`src/rtl/wifi_rx_top_deinterleaver48.sv`:
```
// Receive-side block deinterleaver, BPSK rate (NCBPS=48, NBPSC=1).
// Two 48-entry banks ping-pong: one fills in received order while the other drains in coded order.
module wifi_rx_top_deinterleaver48 #(
  parameter int NCBPS  = 48,
  parameter int NBPSC  = 1,
  parameter int DATA_W = 1
) (
  input  logic              clk,
  input  logic              reset,
  input  logic              enable,
  input  logic              valid_in,
  input  logic [DATA_W-1:0] data_in,
  output logic              ready_in,
  output logic              valid_out,
  output logic [DATA_W-1:0] data_out,
  output logic              sym_last,
  output logic              overflow,
  output logic              finished,
  output logic              dbg_state
);

  if (NCBPS != 48 || NBPSC != 1) begin : g_unsupported_config
    $error("wifi_rx_top_deinterleaver48 supports only NCBPS=48, NBPSC=1");
  end

  localparam logic [5:0] LAST_IDX = 6'(NCBPS - 1);
  localparam int         DEPTH    = 2 * NCBPS;

  typedef enum logic {
    ST_IDLE = 1'b0,
    ST_RUN  = 1'b1
  } rd_state_t;

  // Handshake: a sample transfers on a cycle where valid_in && ready_in;
  // valid_in while ready_in=0 drops the sample and latches overflow.
  // Output side has no backpressure: data_out/sym_last are valid when valid_out=1.

  logic [DATA_W-1:0] mem_q [0:DEPTH-1];

  logic [1:0]        full_q, full_d;
  logic [5:0]        wr_idx_q;
  logic              wr_bank_q;
  logic              overflow_q;

  rd_state_t         state_q;
  logic [5:0]        rd_k_q;
  logic              rd_bank_q;
  logic              valid_out_q;
  logic [DATA_W-1:0] data_out_q;
  logic              sym_last_q;
  logic              finished_q;

  logic              wr_accept;
  logic              wr_done;
  logic              rd_issue;
  logic              rd_release;
  logic [5:0]        rd_row;
  logic [5:0]        rd_addr;
  logic [6:0]        wr_mem_addr;
  logic [6:0]        rd_mem_addr;

  always_comb begin
    rd_issue   = (state_q == ST_RUN) && enable;
    rd_release = rd_issue && (rd_k_q == LAST_IDX);
    // A bank being released this edge may take its first new sample on the same edge;
    // the last read (address 47) never collides with the first write (address 0).
    ready_in   = !full_q[wr_bank_q] || (rd_release && (rd_bank_q == wr_bank_q));
    wr_accept  = valid_in && ready_in;
    wr_done    = wr_accept && (wr_idx_q == LAST_IDX);
    full_d     = full_q;
    if (rd_release) begin
      full_d[rd_bank_q] = 1'b0;
    end
    if (wr_done) begin
      full_d[wr_bank_q] = 1'b1;
    end
  end

  // Coded-order read address: a(k) = 3*(k mod 16) + (k >> 4)
  always_comb begin
    rd_row      = {2'b00, rd_k_q[3:0]};
    rd_addr     = (rd_row << 1) + rd_row + {4'b0000, rd_k_q[5:4]};
    wr_mem_addr = wr_bank_q ? (7'(wr_idx_q) + 7'(NCBPS)) : 7'(wr_idx_q);
    rd_mem_addr = rd_bank_q ? (7'(rd_addr) + 7'(NCBPS)) : 7'(rd_addr);
  end

  always_ff @(posedge clk) begin
    if (wr_accept) begin
      mem_q[wr_mem_addr] <= data_in;
    end
  end

  always_ff @(posedge clk or posedge reset) begin
    if (reset) begin
      full_q     <= 2'b00;
      wr_idx_q   <= 6'd0;
      wr_bank_q  <= 1'b0;
      overflow_q <= 1'b0;
    end else begin
      full_q <= full_d;
      if (wr_accept) begin
        if (wr_done) begin
          wr_idx_q  <= 6'd0;
          wr_bank_q <= !wr_bank_q;
        end else begin
          wr_idx_q <= wr_idx_q + 6'd1;
        end
      end
      if (valid_in && !ready_in) begin
        overflow_q <= 1'b1;
      end
    end
  end

  always_ff @(posedge clk or posedge reset) begin
    if (reset) begin
      state_q     <= ST_IDLE;
      rd_k_q      <= 6'd0;
      rd_bank_q   <= 1'b0;
      valid_out_q <= 1'b0;
      data_out_q  <= '0;
      sym_last_q  <= 1'b0;
      finished_q  <= 1'b1;
    end else begin
      valid_out_q <= rd_issue;
      sym_last_q  <= rd_release;
      if (rd_issue) begin
        data_out_q <= mem_q[rd_mem_addr];
      end
      finished_q <= (full_q == 2'b00) && (wr_idx_q == 6'd0) &&
                    (state_q == ST_IDLE) && !valid_out_q;
      case (state_q)
        ST_IDLE: begin
          if (full_q[rd_bank_q]) begin
            state_q <= ST_RUN;
          end
        end
        ST_RUN: begin
          if (rd_issue) begin
            if (rd_release) begin
              rd_k_q    <= 6'd0;
              rd_bank_q <= !rd_bank_q;
              // Stay in RUN with no gap if the other bank is already waiting
              if (!full_q[!rd_bank_q]) begin
                state_q <= ST_IDLE;
              end
            end else begin
              rd_k_q <= rd_k_q + 6'd1;
            end
          end
        end
        default: state_q <= ST_IDLE;
      endcase
    end
  end

  assign valid_out = valid_out_q;
  assign data_out  = data_out_q;
  assign sym_last  = sym_last_q;
  assign overflow  = overflow_q;
  assign finished  = finished_q;
  assign dbg_state = state_q;

endmodule

```
`config.mk`:
```
export PLATFORM = sky130hd
export DESIGN_NAME = wifi_rx_top_deinterleaver48
export DESIGN_NICKNAME = d
export VERILOG_FILES = /design/src/rtl/wifi_rx_top_deinterleaver48.sv
export SDC_FILE = /design/constraint.sdc
export NUM_CORES = 1
export LEC_CHECK = 0
export BUFFER_PORTS_ARGS = -buffer_cell sky130_fd_sc_hd__clkbuf_2
export CORE_MARGIN = 10
export CORE_UTILIZATION = 55
export DETAILED_ROUTE_END_ITERATION = 12
export PLACE_DENSITY_LB_ADDON = 0.08
export REMOVE_ABC_BUFFERS = 1
export SYNTH_ARGS = -nofsm -noshare
export SYNTH_HDL_FRONTEND = slang
export SYNTH_SLANG_ARGS = --single-unit
```
`constraint.sdc`:
```
create_clock -name clk -period 3.55 [get_ports clk]
set_input_delay 0.1775 -clock clk [delete_from_list [all_inputs] [get_ports clk]]
set_output_delay 0.1775 -clock clk [all_outputs]
set_load 0.1 [all_outputs]
```
==> results of run 1 <==
## cells in the mapped netlist, types with 2 or more instances
| library cell | n | area share, % |
|---|---|---|
| dfrtp_1 | 21 | 9.3 |
| edfxtp_1 | 96 | 51 |
| or3_1 | 6 | 0.66 |
| nor3_1 | 4 | 0.35 |
| mux2_2 | 2 | 0.40 |
| inv_1 | 20 | 1.3 |
| xor2_1 | 2 | 0.31 |
| nand2_1 | 19 | 1.3 |
| mux4_1 | 2 | 0.93 |
| clkbuf_1 | 10 | 0.66 |
| a21o_1 | 2 | 0.26 |
| mux4_2 | 23 | 9.1 |
| buf_2 | 6 | 0.53 |
| nand4_1 | 4 | 0.44 |
| ha_1 | 15 | 3.3 |
| xnor2_1 | 7 | 1.1 |
| or4_1 | 5 | 0.66 |
| a21oi_1 | 7 | 0.62 |
| mux2i_1 | 7 | 1.2 |
| nor2b_1 | 2 | 0.22 |
| nand3_1 | 19 | 1.7 |
| o21ai_0 | 11 | 0.97 |
| nor2_1 | 108 | 7.1 |
| o31ai_1 | 3 | 0.40 |
| fa_1 | 2 | 0.71 |
| nand2b_1 | 7 | 0.77 |
| or2_2 | 2 | 0.22 |
| buf_1 | 6 | 0.40 |
## kinds of logic (layout without fill, tap and decap cells)
kind of cell	count (synthesis)	count (layout)	share of synthesized area (%)
compound gates	36	36	4.13
xor+xnor	9	9	1.39
fa+ha+maj	17	17	4.02
buf+inv	47	75	3.75
flops	118	118	60.6
mux	34	34	11.7
simple gates	183	183	14.5
## area by class of cell
class                      instances  area, µm²
sequential                       118       3430
inverter                          21       78.8
fill                             791       3710
multi-input combinational        279       2020
clock inverter                    14        208
tap                              136        170
timing repair buffer              22        143
clock buffer                      18        418
## report_power, final
part,leakage [nW],total (mW),switching (mW),internal (mW)
Sequential,1.12,1.80,0.181,1.62
Combinational,0.850,3.35,1.87,1.47
Clock,0.296,1.82,0.616,1.20
## layout by cell type (no fill, tap or decap), types with 2 or more instances in the layout
master,n
bufinv_16,5
nand2b_1,7
o31ai_1,3
o21ai_0,11
or3_1,6
clkinv_2,2
dlygate4sd3_1,2
nand4_1,4
xnor2_1,7
mux4_2,23
ha_1,15
or2_2,2
clkinv_1,3
mux2_2,2
dfrtp_1,21
clkinv_4,2
xor2_1,2
nor3_1,4
fa_1,2
edfxtp_1,96
mux4_1,2
a21oi_1,7
buf_4,9
clkbuf_16,16
nand3_1,19
nor2_1,108
a21o_1,2
inv_1,20
mux2i_1,7
or4_1,5
clkinvlp_4,3
nor2b_1,2
nand2_1,19
clkbuf_2,11
## sequential cells by signal (all words and copies together), names as in the netlist, 2 cells and up
name and count:
rd_k_q 6, mem_q 96, full_q 2, wr_idx_q 6
## routing by layer
metal | vias to the layer above | track usage (%) | part of all wire (%) | wire (µm)
li1 | 1648 | - | - | -
met1 | 1789 | 23.0 | 45 | 5480
met2 | 90 | 27.9 | 48 | 5910
met3 | 32 | 5.64 | 4.4 | 544
met4 | 0 | 8.87 | 2.6 | 323
met5 | - | 0 | 0 | 0
## path summary, 6_finish.rpt
kind / slack [ns] / endpoint / depth (start not counted) / start
setup / recovery: 0.20 / data_out / 12 / rd_k_q[0]
hold / removal: 0.06 / rd_k_q[4] / 3 / enable
setup reg to reg: 0.20 / data_out / 12 / rd_k_q[0]
hold reg to reg: 0.49 / overflow / 1 / overflow
max in group asynchronous: 2.64 / wr_idx_q[4] / 3 / reset
min in group asynchronous: 0.36 / rd_k_q[0] / 3 / reset
## worst min-delay path: cells and delay by family
kind,cells,cell delay [ns]
AO/OA/AOI/OAI,1,0.13
buffers and inverters,1,0.10
AND/OR/NAND/NOR,1,0.16
==> metrics.txt, run 1 <==
Slew Limit Headroom=37.7%; max cap viols=0; Worst path max stage delay=0.63 ns; yosys warns=0; Non-Filler Instances=608; number of synthesized flops with an enable pin=96; 1st-iter DRT viols=306; Core Util, Final=63.6%; Vias=3559; Clock transition at path regs=0.06 ns; share of the yosys chip area belonging to registers=60.6%; die width=122 µm; crit path max fanout=6; dpl ws=0.238 ns; largest net degree at the start of global routing=58; DR pass1 iterations=4; vias in the first global route=3631; Initial Utilization=55.7%; DRC=0; most used cell, CP=inv_1; Die H=122 µm; Crit-path slowest cell=fa_1; min Tclk post-route=3.35 ns; Avg Inst Size Synth=12.8 µm²; HPWL Detailed=7.73 mm; RSZ-0062 raised after global routing=no; first-pass GRT wire length=20.0 mm; LEAKAGE=2.27 nW; cts bufs inserted=17; crit start category=flop; IO Count=12; CP cell instances=inv_1 > fa_1 > inv_1 > ha_1 > inv_1 > fa_1 > mux4_2 > mux2i_1 > nor2_1 > a2111oi_0 > a211oi_1 > a211o_1; CTS tree=done; Hold Path Class=primary input to flop; die area=0.0148 mm²; CP arrival=3.76 ns; Bufs and invs on worst path=3; final hold slack=0.0584 ns; Finished Cell Area=0.00648 mm²; Synth cell types=54; GRT Total Usage=18.2%; Clock Sink Count=118; Congestion Overflow GR=0; Inst Count DP=574; Layout area overhead=14.2%; row count=37; Worst-Skew Late Latency=0.54 ns; port bufs=11; endpoints failing setup=0; flops & latches, synth=118; Worst EP required=3.97 ns; Slew @ Worst Pin=0.934 ns; WL final=12.3 mm; H-tree level count=4; PostCTS Resize Cnt=0; placed cell areas=0.00583 mm²; Tot Pwr=6.96 mW; vias per cell=5.85; Max Clock Freq=299 MHz; diode count=0; Clock Root Buffer=clkbuf_8; Fin Setup TNS=0 ns; drt wl/cell=20.2 µm; total core area=0.0102 mm²; Synth Cell Area=0.00567 mm²; Max Slew Vio Count=0; prevailing post-synth register cell=edfxtp_1; Post-CTS Setup Bufs=0; Final Skew=0.00796 ns; # hold bufs at CTS=2; Antenna Violating Nets Remaining=0; Final Worst Setup Slack=0.204 ns; Power per Cell Area=1070 mW/mm²; Worst Setup End Kind=flop; Final Hold Viols=0; Gate Count Post-Synth=444; CP top delay family=adder cells; asr flop ratio synth=18.6%; gpl congestion=0.831; Layout Nets=481; antenna violations before repair=0; final worst path period share=94.3%; Peak VDD IR=0.635 mV; status=complete, no violations; share of cells above drive strength 1=16.7%; CTS max path bufs=2; Setup CP Type=flop to flop
No activity file was read; power rests on OpenSTA's default activity.
==> run 2, diff against run 1 <==
- RECOVER_POWER: unset -> 50
==> metrics.txt, run 2 (synthesized netlist as in run 1, its figures left out) <==
status=complete, but fails checks (was complete, no violations); violated checks=capacitance limit, slew limit; share of cells above drive strength 1=16.1% (was 16.7%); 1st-iter DRT viols=289 (was 306); vias in the first global route=3631 (unchanged); Setup CP Type=flop to flop (unchanged); Vias=3532 (was 3559); dpl ws=0.238 ns (unchanged); Final Skew=0.00808 ns (was 0.00796 ns); largest net degree at the start of global routing=58 (unchanged); Worst EP required=3.97 ns (about the same); row count=37 (unchanged); Sw Share=38.3% (about the same); CP arrival=3.76 ns (about the same); most used cell, CP=inv_1 (unchanged); Largest register FFs=96 (unchanged); Max Slew Vio Count=58 (was 0); die width=122 µm (unchanged); Slew Limit Headroom=-33.5% (was 37.7%); Final Worst Setup Slack=0.203 ns (was 0.204 ns); final worst path period share=94.3% (about the same); Bufs and invs on worst path=3 (unchanged); drt wl/cell=20.2 µm (about the same); min Tclk post-route=3.35 ns (about the same); antenna violations before repair=0 (unchanged); Largest regs=mem_q: 96 flops, rd_k_q: 6 flops, wr_idx_q: 6 flops (unchanged); port bufs=11 (unchanged); DRC=0 (unchanged); PostCTS Resize Cnt=0 (unchanged); P_sw=2.67 mW (about the same); Non-Filler Instances=608 (unchanged); Worst Setup End Kind=flop (unchanged); Layout Nets=481 (unchanged); Inst Count DP=574 (unchanged); Initial Utilization=55.7% (unchanged); endpoints failing setup=0 (unchanged); GRT Total Usage=18.2% (unchanged); clock power share=26.1% (about the same); Worst path max stage delay=0.63 ns (about the same); Comb power frac=48.0% (was 48.1%); DR pass1 iterations=4 (unchanged); Fin Setup TNS=0 ns (unchanged); HPWL Detailed=7.73 mm (unchanged); LEAKAGE=2.26 nW (was 2.27 nW); total core area=0.0102 mm² (unchanged); placed cell areas=0.00583 mm² (unchanged); crit path max fanout=6 (unchanged); Clock Root Buffer=clkbuf_8 (unchanged); Antenna Violating Nets Remaining=0 (unchanged); Layout area overhead=14.0% (was 14.2%); Hold Path Class=primary input to flop (unchanged); commonest non-fill, non-tap cell in the layout=nor2_1 (unchanged); WL final=12.3 mm (about the same); most frequent cells in the layout=108 x nor2_1, 96 x edfxtp_1, 23 x mux4_2 (unchanged); cts bufs inserted=17 (unchanged); gpl congestion=0.831 (unchanged); Core Util, Final=63.5% (was 63.6%); Final Hold Viols=0 (unchanged); Peak VDD IR=0.635 mV (about the same); diode count=0 (unchanged); Max Clock Freq=299 MHz (about the same); crit start category=flop (unchanged); FILL cells=793 (was 791); Clock transition at path regs=0.06 ns (about the same); CTS max path bufs=2 (unchanged); Most flops, register=mem_q (unchanged); max cap viols=2 (was 0); Clock Sink Count=118 (unchanged); vias per cell=5.81 (was 5.85); Slew @ Worst Pin=2.00 ns (was 0.934 ns); CTS tree=done (unchanged); RSZ-0062 raised after global routing=no (unchanged); die area=0.0148 mm² (unchanged); Die H=122 µm (unchanged); sequential cell fraction of total power=25.8% (about the same); first-pass GRT wire length=20.0 mm (unchanged); H-tree level count=4 (unchanged); Congestion Overflow GR=0 (unchanged); CP cell instances=inv_1 > fa_1 > inv_1 > ha_1 > inv_1 > fa_1 > mux4_2 > mux2i_1 > nor2_1 > a2111oi_0 > a211oi_1 > a211o_1 (unchanged); CP top delay family=adder cells (unchanged); IO Count=12 (unchanged); Crit-path slowest cell=fa_1 (unchanged); Finished Cell Area=0.00646 mm² (was 0.00648 mm²); Power per Cell Area=1080 mW/mm² (was 1070 mW/mm²); internal power=4.29 mW (about the same); Worst-Skew Late Latency=0.54 ns (about the same)
==> run 2: cell types whose count changed in the layout (fill, tap and decap cells not counted) <==
cell / previous run / this run
clkbuf_1: 1 / 3
nand4_1: 4 / 5
nand4_2: 1 / 0
buf_4: 9 / 8
clkbuf_2: 11 / 10
==> run 2: worst paths after layout <==
check | to | cells past startpoint | from | slack [ns]
max | data_out | 12 | rd_k_q[0] | 0.20
min in group asynchronous | rd_k_q[0] | 3 | reset | 0.36
min reg2reg | overflow | 1 | overflow | 0.49
max reg2reg | data_out | 12 | rd_k_q[0] | 0.20
max in group asynchronous | wr_idx_q[4] | 3 | reset | 2.64
min | rd_k_q[4] | 3 | enable | 0.15
==> run 2: area by class of cell <==
cell class / count / area [µm²] / share of cell area, %
inverters: 21 / 78.8 / 1.22
repair buffers: 22 / 138 / 2.13
clock buffers: 18 / 418 / 6.46
multi-input cells: 279 / 2020 / 31.2
flip-flops and latches: 118 / 3430 / 53.1
clock inverters: 14 / 208 / 3.21
well taps: 136 / 170 / 2.63
==> run 2: metrics by stage <==
step	hold slack (ns)	total power, mW
detailed placement	0.399	5.16
floorplan	0.166	4.17
global placement	0.377	5.10
finish	0.154	6.96
global route	0.182	7.38
CTS	0.0422	7.01
==> run 2: routing by layer <==
metal / GRT usage [%] / routed length, µm / vias up
met1: 23.0 / 5500 / 1770
met3: 5.64 / 543 / 30
met5: 0 / 0 / -
met2: 27.9 / 5920 / 87
li1: - / - / 1645
met4: 8.87 / 308 / 0
==> run 2: worst register-to-register path: stages, from the launching register on <==
cell	delay [ns]
dfrtp_1	0.42
inv_1	0.11
fa_1	0.48
inv_1	0.07
ha_1	0.16
inv_1	0.05
fa_1	0.63
mux4_2	0.34
mux2i_1	0.16
nor2_1	0.05
a2111oi_0	0.37
a211oi_1	0.10
a211o_1	0.29
==> run 2: timing repair <==
action	CTS	global route
setup buffers	0	0
setup endpoints to repair	0	0
hold buffers	2	0
endpoints found under the hold margin	24	0
==> run 2: power by group through the flow <==
stage	logic (mW)	clock network, mW	registers, mW
floorplan	2.36	0	1.82
detailed placement	3.34	0	1.82
global route	3.66	1.90	1.82
global placement	3.29	0	1.81
CTS	3.38	1.84	1.79
finish	3.35	1.82	1.80
==> run 3, diff against run 2 <==
- ABC_AREA: unset -> 1
- clock period: 3.55 -> 4 ns (I/O delays scaled with it)
==> metrics.txt, run 3 <==
CTS tree=done (unchanged); Worst-Skew Late Latency=0.52 ns (was 0.54 ns); Layout area overhead=13.2% (was 14.0%); Crit-path slowest cell=xnor2_1 (was fa_1); die width=124 µm (was 122 µm); Yosys top cell by area=edfxtp_1 (unchanged); Synth top cells by count=153 x nand2_1, 135 x nor2_1, 96 x edfxtp_1 (was 108 x nor2_1, 96 x edfxtp_1, 23 x mux4_2); Avg Inst Size Synth=9.02 µm² (was 12.8 µm²); Inst Count DP=789 (was 574); dpl ws=0.935 ns (was 0.238 ns); Synth top area share=48.3% (was 50.8%); Initial Utilization=57.1% (was 55.7%); Slew Limit Headroom=-52.6% (was -33.5%); IO Count=12 (unchanged); die area=0.0154 mm² (was 0.0148 mm²); crit start category=flop (unchanged); RSZ-0062 raised after global routing=no (unchanged); prevailing post-synth register cell=edfxtp_1 (unchanged); violated checks=capacitance limit, slew limit (unchanged); Power per Cell Area=901 mW/mm² (was 1080 mW/mm²); Non-Filler Instances=823 (was 608); Hold Path Class=primary input to flop (unchanged); Setup CP Type=flop to flop (unchanged); CP cell instances=inv_1 > fa_1 > inv_1 > ha_1 > inv_1 > fa_1 > xnor2_1 > inv_1 > nand3_1 > nand3_1 > nand3_1 > nand2_1 > inv_1 > a21oi_1 (was inv_1 > fa_1 > inv_1 > ha_1 > inv_1 > fa_1 > mux4_2 > mux2i_1 > nor2_1 > a2111oi_0 > a211oi_1 > a211o_1); Largest register FFs=96 (unchanged); largest net degree at the start of global routing=61 (was 58); Clock Sink Count=118 (unchanged); crit path max fanout=7 (was 6); R2R Path Start=rd_k_q[5] (was rd_k_q[0]); WL final=13.9 mm (was 12.3 mm); Worst path max stage delay=0.52 ns (was 0.63 ns); Compound-Gate Fraction of Synth Area=3.42% (was 4.13%); Worst Setup End Kind=flop (unchanged); Worst R2R Setup Slack=0.92 ns (was 0.20 ns); port bufs=11 (unchanged); Vias=4467 (was 3532); diode count=0 (unchanged); Bufs and invs on worst path=5 (was 3); CP top delay family=adder cells (unchanged); first-pass GRT wire length=22.9 mm (was 20.0 mm); worst r2r path cells=14 (was 12); DRC=0 (unchanged); antenna violations before repair=0 (unchanged); Die H=124 µm (was 122 µm); HPWL Detailed=8.53 mm (was 7.73 mm); CP arrival=3.49 ns (was 3.76 ns); min Tclk post-route=3.08 ns (was 3.35 ns); share of the yosys chip area belonging to registers=57.5% (was 60.6%); count leader, synth=nand2_1 (was nor2_1); critical path depth=14 (was 12); Max Clock Freq=325 MHz (was 299 MHz); number of synthesized flops with an enable pin=96 (unchanged); # hold bufs at CTS=2 (unchanged); Core Util, Final=64.6% (was 63.5%); Antenna Violating Nets Remaining=0 (unchanged); Synth Cell Area=0.00597 mm² (was 0.00567 mm²); commonest non-fill, non-tap cell in the layout=nand2_1 (was nor2_1); vias per cell=5.43 (was 5.81); Synth cell types=36 (was 54); max cap viols=1 (was 2); 1st-iter DRT viols=464 (was 289); drt wl/cell=16.8 µm (was 20.2 µm); Post-CTS Setup Bufs=0 (unchanged); vias in the first global route=4504 (was 3631); endpoints failing setup=0 (unchanged); CP startpoint=rd_k_q[5] (was rd_k_q[0]); Largest regs=mem_q: 96 flops, rd_k_q: 6 flops, wr_idx_q: 6 flops (unchanged); flops & latches, synth=118 (unchanged); most area-consuming cells after synthesis=edfxtp_1 48%, nand2_1 9.6%, dfrtp_1 8.8%, nor2_1 8.5%, nand3_1 5.7% (was edfxtp_1 51%, dfrtp_1 9.3%, mux4_2 9.1%, nor2_1 7.1%, ha_1 3.3%); Tot Pwr=6.09 mW (was 6.96 mW); Worst EP required=4.41 ns (was 3.97 ns); Final Worst Setup Slack=0.923 ns (was 0.203 ns); FF-to-FF End=data_out (unchanged); yosys warns=0 (unchanged); Most flops, register=mem_q (unchanged); most frequent cells in the layout=155 x nand2_1, 135 x nor2_1, 96 x edfxtp_1 (was 108 x nor2_1, 96 x edfxtp_1, 23 x mux4_2); CTS max path bufs=2 (unchanged); total core area=0.0105 mm² (was 0.0102 mm²); Congestion Overflow GR=0 (unchanged); Max Slew Vio Count=61 (was 58); asr flop ratio synth=18.6% (unchanged); Adder-Cell Fraction of Synth Area=3.81% (was 4.02%); cts bufs inserted=17 (unchanged); Layout Nets=696 (was 481); post-synthesis xor/xnor area fraction=1.03% (was 1.39%); Slew @ Worst Pin=2.29 ns (was 2.00 ns); PostCTS Resize Cnt=0 (unchanged); row count=37 (unchanged); GRT Total Usage=19.4% (was 18.2%); LEAKAGE=2.75 nW (was 2.26 nW); Final Skew=0.00708 ns (was 0.00808 ns); final worst path period share=76.9% (was 94.3%); gpl congestion=0.856 (was 0.831); multiplexer share of the synthesized area=0.377% (was 11.7%); Clock Root Buffer=clkbuf_8 (unchanged); Finished Cell Area=0.00676 mm² (was 0.00646 mm²); share of cells above drive strength 1=10.5% (was 16.1%); placed cell areas=0.00612 mm² (was 0.00583 mm²); Fin Setup TNS=0 ns (unchanged); final hold slack=0.178 ns (was 0.154 ns); status=complete, but fails checks (unchanged); Final Hold Viols=0 (unchanged); Gate Count Post-Synth=662 (was 444); most used cell, CP=inv_1 (unchanged); largest family of logic cells by synthesized area=simple AND/OR/NAND/NOR gates (unchanged); H-tree level count=4 (unchanged); Clock transition at path regs=0.06 ns (about the same); Critical Path End=data_out (unchanged); fraction of the mapped netlist area in simple logic gates=27.6% (was 14.5%); DR pass1 iterations=6 (was 4); Peak VDD IR=0.781 mV (was 0.635 mV)
## run 3: cell count changes after synthesis, sizes merged, moves of 6 or more
cell	before	now
nand2	19	163
nand3	20	69
inv	20	65
nor2	108	146
mux4	25	0
o21ai	11	26
nand2b	7	0
mux2i	7	1
or3	6	0
## run 3: worst min path at each step
stage / startpoint / endpoint / slack (ns) / cells past startpoint
floorplan: reset / data_out / 0.19 / 1
CTS: enable / valid_out / 0.07 / 3
global placement: reset / wr_idx_q[2] / 0.40 / 2
global route: enable / valid_out / 0.21 / 3
detailed placement: valid_out / finished / 0.41 / 1
finish: enable / valid_out / 0.18 / 3
## run 3: where the power goes
group          leakage (nW)  switching [mW]  total (mW)  internal (mW)
clock network         0.299           0.563        1.60           1.04
logic                  1.34            2.07        3.00          0.927
registers              1.12          0.0872        1.49           1.41
total                  2.75            2.72        6.09           3.37
## run 3: kinds of logic after synthesis
logic type	count (synthesis)
AOI/OAI and AO/OA	38
adders and majority gates	17
buffers and inverters	93
and+or+nand+nor	388
DFF	118
xor gates and xnor gates	7
muxes	1
## run 3: metal layers
| metal | global-route usage (%) | share of wire [%] |
|---|---|---|
| met1 | 25.2 | 44 |
| met2 | 31.4 | 48 |
| met3 | 4.62 | 6.0 |
| met4 | 6.26 | 1.4 |
| met5 | 0 | 0 |
## run 3: cell type report
| class | count | area, µm² |
|---|---|---|
| Fill cell | 890 | 3700 |
| Sequential cell | 118 | 3430 |
| Multi-Input combinational cell | 451 | 2160 |
| Clock buffer | 19 | 432 |
| Inverter | 67 | 256 |
| Clock inverter | 13 | 196 |
| Tap cell | 136 | 170 |
| Timing Repair Buffer | 19 | 115 |
## run 3: worst register-to-register path, delay by kind of cell (launching register included)
kind,cells,cell delay (ns)
compound gates,1,0.05
xor+xnor,1,0.52
fa+ha+maj,3,1.00
buf+inv,5,0.60
flops,1,0.38
simple gates,4,0.40
